<file path="src/rtl/tile_reset_sequencer.sv">
// Tile reset sequencer: power-on and software-requested reset with quiesce, clock gating and settle window.
// Optional statistics counters are built when TILE_RESET_SEQ_STATS_EN is defined.
module tile_reset_sequencer #(
  parameter int HOLD_CYCLES     = 8,
  parameter int SETTLE_CYCLES   = 4,
  parameter int QUIESCE_TIMEOUT = 64,
  parameter int CNT_W           = 8
) (
  input  logic clk_in,
  input  logic rst_n,
  input  logic req_valid,
  output logic req_ready,
  output logic quiesce_req,
  input  logic quiesce_ack,
  output logic tile_reset,
  output logic tile_clk_en,
  output logic running,
  output logic timed_out
`ifdef TILE_RESET_SEQ_STATS_EN
  ,
  output logic [7:0] reset_count,
  output logic [7:0] timeout_count
`endif
);

  typedef enum logic [2:0] {
    S_HOLD,
    S_SETTLE,
    S_RUN,
    S_QUIESCE,
    S_GATE
  } state_t;

  localparam logic [CNT_W-1:0] HOLD_LAST    = CNT_W'(HOLD_CYCLES - 1);
  localparam logic [CNT_W-1:0] SETTLE_LAST  = CNT_W'((SETTLE_CYCLES > 0) ? SETTLE_CYCLES - 1 : 0);
  localparam logic [CNT_W-1:0] TIMEOUT_LAST = CNT_W'(QUIESCE_TIMEOUT - 1);

  state_t           state;
  logic [CNT_W-1:0] count;
  logic             ack_meta;
  logic             ack_sync;

  // quiesce_ack comes from the tile's own timing domain
  always_ff @(posedge clk_in or negedge rst_n) begin
    if (!rst_n) begin
      ack_meta <= 1'b0;
      ack_sync <= 1'b0;
    end else begin
      ack_meta <= quiesce_ack;
      ack_sync <= ack_meta;
    end
  end

  always_ff @(posedge clk_in or negedge rst_n) begin
    if (!rst_n) begin
      state       <= S_HOLD;
      count       <= '0;
      tile_reset  <= 1'b1;
      tile_clk_en <= 1'b1;
      quiesce_req <= 1'b0;
      req_ready   <= 1'b0;
      running     <= 1'b0;
      timed_out   <= 1'b0;
    end else begin
      timed_out <= 1'b0;
      case (state)
        S_HOLD: begin
          if (count == HOLD_LAST) begin
            count      <= '0;
            tile_reset <= 1'b0;
            if (SETTLE_CYCLES == 0) begin
              state     <= S_RUN;
              running   <= 1'b1;
              req_ready <= 1'b1;
            end else begin
              state <= S_SETTLE;
            end
          end else begin
            count <= count + CNT_W'(1);
          end
        end
        S_SETTLE: begin
          if (count == SETTLE_LAST) begin
            count     <= '0;
            state     <= S_RUN;
            running   <= 1'b1;
            req_ready <= 1'b1;
          end else begin
            count <= count + CNT_W'(1);
          end
        end
        S_RUN: begin
          if (req_valid && req_ready) begin
            state       <= S_QUIESCE;
            count       <= '0;
            running     <= 1'b0;
            req_ready   <= 1'b0;
            quiesce_req <= 1'b1;
          end
        end
        S_QUIESCE: begin
          // A synced ack on the final wait cycle counts as a clean drain
          if (ack_sync || (count == TIMEOUT_LAST)) begin
            state       <= S_GATE;
            count       <= '0;
            quiesce_req <= 1'b0;
            tile_clk_en <= 1'b0;
            tile_reset  <= 1'b1;
            timed_out   <= !ack_sync;
          end else begin
            count <= count + CNT_W'(1);
          end
        end
        S_GATE: begin
          state       <= S_HOLD;
          count       <= '0;
          tile_clk_en <= 1'b1;
        end
        default: begin
          state       <= S_HOLD;
          count       <= '0;
          tile_reset  <= 1'b1;
          tile_clk_en <= 1'b1;
          quiesce_req <= 1'b0;
          req_ready   <= 1'b0;
          running     <= 1'b0;
        end
      endcase
    end
  end

`ifdef TILE_RESET_SEQ_STATS_EN
  // Saturating event counters, cleared only by rst_n
  always_ff @(posedge clk_in or negedge rst_n) begin
    if (!rst_n) begin
      reset_count   <= '0;
      timeout_count <= '0;
    end else begin
      if ((state == S_GATE) && (reset_count != 8'hFF)) begin
        reset_count <= reset_count + 8'd1;
      end
      if ((state == S_QUIESCE) && !ack_sync && (count == TIMEOUT_LAST) &&
          (timeout_count != 8'hFF)) begin
        timeout_count <= timeout_count + 8'd1;
      end
    end
  end
`endif

endmodule
</file>
<file path="config.mk">
export PLATFORM = sky130hd
export DESIGN_NAME = tile_reset_sequencer
export DESIGN_NICKNAME = d
export VERILOG_FILES = /design/src/rtl/tile_reset_sequencer.sv
export SDC_FILE = /design/constraint.sdc
export NUM_CORES = 1
export LEC_CHECK = 0
export BUFFER_PORTS_ARGS = -buffer_cell sky130_fd_sc_hd__buf_4
export CAP_MARGIN = 20
export CORE_UTILIZATION = 45
export DETAILED_ROUTE_END_ITERATION = 7
export GPL_TIMING_DRIVEN = 0
export PLACE_DENSITY_LB_ADDON = 0.3
export SYNTH_ARGS = -nofsm -noshare
export SYNTH_HDL_FRONTEND = slang
export SYNTH_SLANG_ARGS = --single-unit
</file>
<file path="constraint.sdc">
create_clock -name clk_in -period 2.51 [get_ports clk_in]
set_clock_uncertainty 0.05 [all_clocks]
set_input_delay 0.251 -clock clk_in [delete_from_list [all_inputs] [get_ports clk_in]]
set_output_delay 0.251 -clock clk_in [all_outputs]
set_load 0.05 [all_outputs]
</file>
# [Word-level counts from Yosys, hierarchy flattened]
# Cells that the tools add are included.
[classes] addsub=1 n_bitwise=4 reduce_logical=13 order_cmp=0 n_mux=22 div_mod_pow=0 mul=0 shift=0 eq_ne=11
[op_table] operator="2-to-1 mux 8 bit" n=4
[op_table] operator="one-hot mux 8 bit (4 select lines)" n=1
[op_table] operator="2-to-1 mux 3 bit" n=4
[op_table] operator="one-hot mux 3 bit (4 select lines)" n=1
[op_table] operator="OR reduction 3 bit" n=4
[op_table] operator="one-hot mux 1 bit (3 select lines)" n=3
[op_table] operator="AND reduction 3 bit" n=3
[op_table] operator="adder 8 x 1 -> 8 bit, second input constant" n=1
[op_table] operator="equality test 8 x 2 -> 1 bit, second input constant" n=1
[op_table] operator="equality test 8 x 3 -> 1 bit, second input constant" n=1
[op_table] operator="equality test 8 x 6 -> 1 bit, second input constant" n=1
[op_table] operator="2-to-1 mux 1 bit" n=8
[op_table] operator="inequality test 2 bit, second input constant" n=4
[op_table] operator="equality test 3 x 2 -> 1 bit, second input constant" n=2
[op_table] operator="NOT 1 bit" n=4
[op_table] operator="AND reduction 4 bit" n=1
[op_table] operator="equality test 3 x 1 -> 1 bit, second input constant" n=1
[op_table] operator="equality test 3 bit, second input constant" n=1
[op_table] operator="logical NOT 3 bit" n=1
[op_table] operator="one-hot mux 1 bit (2 select lines)" n=1
[op_table] operator="AND reduction 2 bit" n=1
[op_table] operator="logical AND 1 bit" n=1
[op_table] operator="logical NOT 1 bit" n=1
[op_table] operator="logical OR 1 bit" n=1
[word_totals] output_inout_bits=6 n_memories=0 ram_bits=0 latch_bits=0 rom_bits=0 regBits=18

# [Logic depth before layout (Yosys ltp)]
[depth] ltp_word=4 depth_mapped=6 mapped_depth_nobuf=5

# [Least setup slack after synthesis]
# No wires, ideal clock.
[synth_timing] path_kind="register -> register" from="register count[0]" to="register count[2]" required_ns=2.378 stages_incl_launch_ff=7 path_slack_ns=0.732 path_buffers=1 arrival_time_ns=1.647 cell_sequence="dfrtp_1 -> ha_1 -> and3_1 -> a41oi_1 -> buf_2 -> o211ai_1 -> a31oi_1"
[synth_between] elab_chain_len=4 word_cells_on_any_way=9 cone_classes="1 x add/sub; 3 x eq/ne; 4 x mux; 1 x reduce/logical"
[synth_lines] element="from (decl)" line_no="39" text="logic [CNT_W-1:0] count;"
[synth_lines] element="from (signal assigned)" line_no="79" text="count <= count + CNT_W'(1);"
[synth_lines] element="from (signal assigned)" line_no="89" text="count <= count + CNT_W'(1);"
[synth_lines] element="from (signal assigned)" line_no="111" text="count <= count + CNT_W'(1);"
[synth_lines] element="parallel branches: the longest is 3 deep, another holds adder 8 x 1 -> 8 bit"
[synth_lines] element="one-hot mux 8 bit (4 select lines) *" line_no="66" text="case (state)"
# Every way passes the cells marked *.
# A chain may end at the register's enable or synchronous reset.

# [Worst setup path in the final report]
# Ends and elaborated chain as after synthesis.

==> out/metrics.csv <==
metric;value;unit
final_cells;147;
wl_per_cell;12.8;µm
dp_hpwl;1.34;mm
fp-row-count;16;
vias;818;
postCtsHoldBufs;1;
max_freq;0.483;GHz
final_max_slew_viol_count;0;
viasPerCell;5.56;
clk_pin_slew;0.10;ns
ys_types;38;
fp.coreArea;0.00200;mm²
gp_congestion;0.775;
p_leak;0.503;nW
seq_area_frac_synth;45.9;%
crit_fanout;10;
timing.final.crit_share;82.6;%
htree_levels;1;
cap_violations;0;
rsz0062_at_grt;false;
syn_area;986;µm²
crit_type;reg -> reg;
grt_pass1_wl;3.30;mm
post_cts_buffers;0;
ys_ff_latch;18;
drc;0;
yosysWarnings;0;
period_minus_slack;2.07;ns
hold_viol;0;
nNetsFinal;126;
worst_skew_pair.late_latency;0.29;ns
p_comb_share;54.7;%
setup_viol;0;
numClockSinks;18;
final_common_cell;dfrtp_1;
end_kind;register;
relSlewSlack;71.1;%
dp.cells;141;
start_util;49.3;%
antenna_found_initial;0;
syn_area_per_cell;9.39;µm²
final_cell_mix;dfrtp_1 (16), nand2_1 (15), nor2_1 (14);
cpLargestDelayFamily;compound AO/OA/AOI/OAI gates;
path_cells;ha_1 -> and3_1 -> a41oi_1 -> buf_2 -> o211ai_1 -> a31oi_1;
ioPinCount;10;
ant_nets;0;
die_area;0.00238;mm²
seqPwrFrac;34.0;%
cts_buffers;3;
cp_data_required_time;2.67;ns
syn-num-nets;110;
peakVddDrop;0.000819;V
grtUsageTotal;17.7;%
drt-total-wl;1.88;mm
syn_inst;105;
path_buf_inv;1;
clk_path_buf_depth;2;
tightest_slew;0.433;ns
cts_tree;yes;
diodes;0;
dieHeight;48.8;µm
hp-class;in -> reg;
portBuffers;9;
slowest_stage;dfrtp_1;
p_switching;0.627;mW
p_int;0.728;mW
cp-start-kind;register;
switching_share;46.3;%
clockRootBuffer;clkbuf_4;
die_x;48.8;µm
drive_gt1_share;19.2;%
drtIter0Drc;19;
grt_pass1_vias;751;
status;finished clean;
grt_max_degree;19;
powerDensity;1190;mW/mm²
area_growth_syn_to_layout;15.0;%
drt_pass1_iterations;4;
nFillCells;171;
cts.repair.resized;0;
clockPowerShare;11.3;%
finalSetupTns;0;ns
grt-ovfl-total;0;
cp_slowest_stage_delay;0.42;ns
worst-endpoint-arrival;2.24;ns
tightest hold or removal path, stage by stage:
cell	delay, ns
buf_4	0.08
a211o_1	0.10
o21ai_1	0.05
synth_stat cells:
cell type / number / area (µm²)
nand4_1: 1 / 6.26
nand3b_1: 1 / 7.51
inv_1: 5 / 18.8
o32ai_1: 5 / 43.8
nor3_1: 3 / 15.0
nand2_1: 15 / 56.3
nor2_1: 14 / 52.6
o21ai_1: 6 / 30.0
a21oi_1: 1 / 5.00
a211o_1: 1 / 8.76
ha_1: 1 / 12.5
a41oi_1: 1 / 8.76
nand3_1: 2 / 10.0
o31a_1: 1 / 8.76
or3_1: 1 / 6.26
or3b_4: 1 / 11.3
a41oi_2: 1 / 16.3
o31ai_1: 2 / 15.0
a41oi_4: 1 / 27.5
nand2b_1: 1 / 6.26
clkbuf_1: 3 / 11.3
mux2i_1: 1 / 10.0
xnor2_1: 1 / 8.76
a2bb2oi_1: 1 / 8.76
a21o_1: 1 / 7.51
nor3_2: 2 / 20.0
dfrtp_1: 16 / 400
buf_4: 2 / 15.0
buf_2: 2 / 10.0
o41ai_1: 1 / 8.76
a211oi_1: 1 / 7.51
dfstp_2: 2 / 52.6
o211ai_1: 1 / 7.51
and3_1: 1 / 6.26
nand4bb_1: 1 / 11.3
o21a_1: 2 / 15.0
a31oi_1: 1 / 6.26
and2_1: 2 / 12.5
path summary, 6_finish.rpt:
path / from / to / slack, ns / cells after the start
max: count[0] / count[2] / 0.44 / 6
min reg2reg: ack_meta / ack_sync / 0.31 / 0
min in group asynchronous: rst_n / state[0] / 0.29 / 2
max in group asynchronous: rst_n / tile_clk_en / 1.86 / 2
min: req_valid / running / 0.18 / 3
max reg2reg: count[0] / count[2] / 0.44 / 6
per-stage QoR:
step / power (mW) / setup WS (ns) / hold slack, ns / util, % / area, µm²
after floorplan: 1.03 / 0.732 / -0.0946 / - / 986
after CTS: 1.36 / 0.439 / 0.00611 / 56.1 / 1120
final: 1.35 / 0.438 / 0.178 / 56.6 / 1130
after global placement: 1.19 / 0.494 / 0.0786 / 54.3 / 1090
after detailed placement: 1.21 / 0.478 / 0.0812 / 54.3 / 1090
after global routing: 1.46 / 0.283 / 0.176 / 56.6 / 1130
layout make-up:
class	count	area (µm²)	area share, %
buffer	7	36.3	3.20
clock buffer	4	26.3	2.32
inverter	5	18.8	1.66
multi-input combinational	75	478	42.2
sequential	18	453	40.0
tap	27	33.8	2.98
timing repair buffer	11	87.6	7.73
layer usage:
layer,global-route usage (%),vias up,routed length (µm)
met5,0,-,0
met1,24.3,395,895
met2,29.4,14,906
met3,2.80,4,59
met4,4.41,0,20
li1,-,405,-
state kept, by name, indices dropped and copies added, names as in the netlist:
| name | cells |
|---|---|
| state | 3 |
| count | 8 |
| ack_meta | 1 |
| quiesce_req | 1 |
| running | 1 |
| tile_reset | 1 |
| tile_clk_en | 1 |
| ack_sync | 1 |
| timed_out | 1 |
power by group through the flow:
stage                     Combinational, mW  Sequential [mW]  Clock [mW]
final                                 0.741            0.461       0.152
after global routing                  0.817            0.477       0.167
after CTS                             0.743            0.462       0.155
after detailed placement              0.740            0.468           0
after global placement                0.730            0.460           0
after floorplan                       0.467            0.565           0
cell families (layout without fill, tap and decap cells):
family | count (synthesis) | in the layout | synth area share, %
simple gates | 45 | 45 | 22.5
mux | 1 | 1 | 1.02
xor+xnor | 1 | 1 | 0.888
buf+inv | 12 | 27 | 5.58
compound gates | 27 | 27 | 22.8
flops | 18 | 18 | 45.9
fa+ha+maj | 1 | 1 | 1.27
No activity file was read; power rests on OpenSTA's default activity.
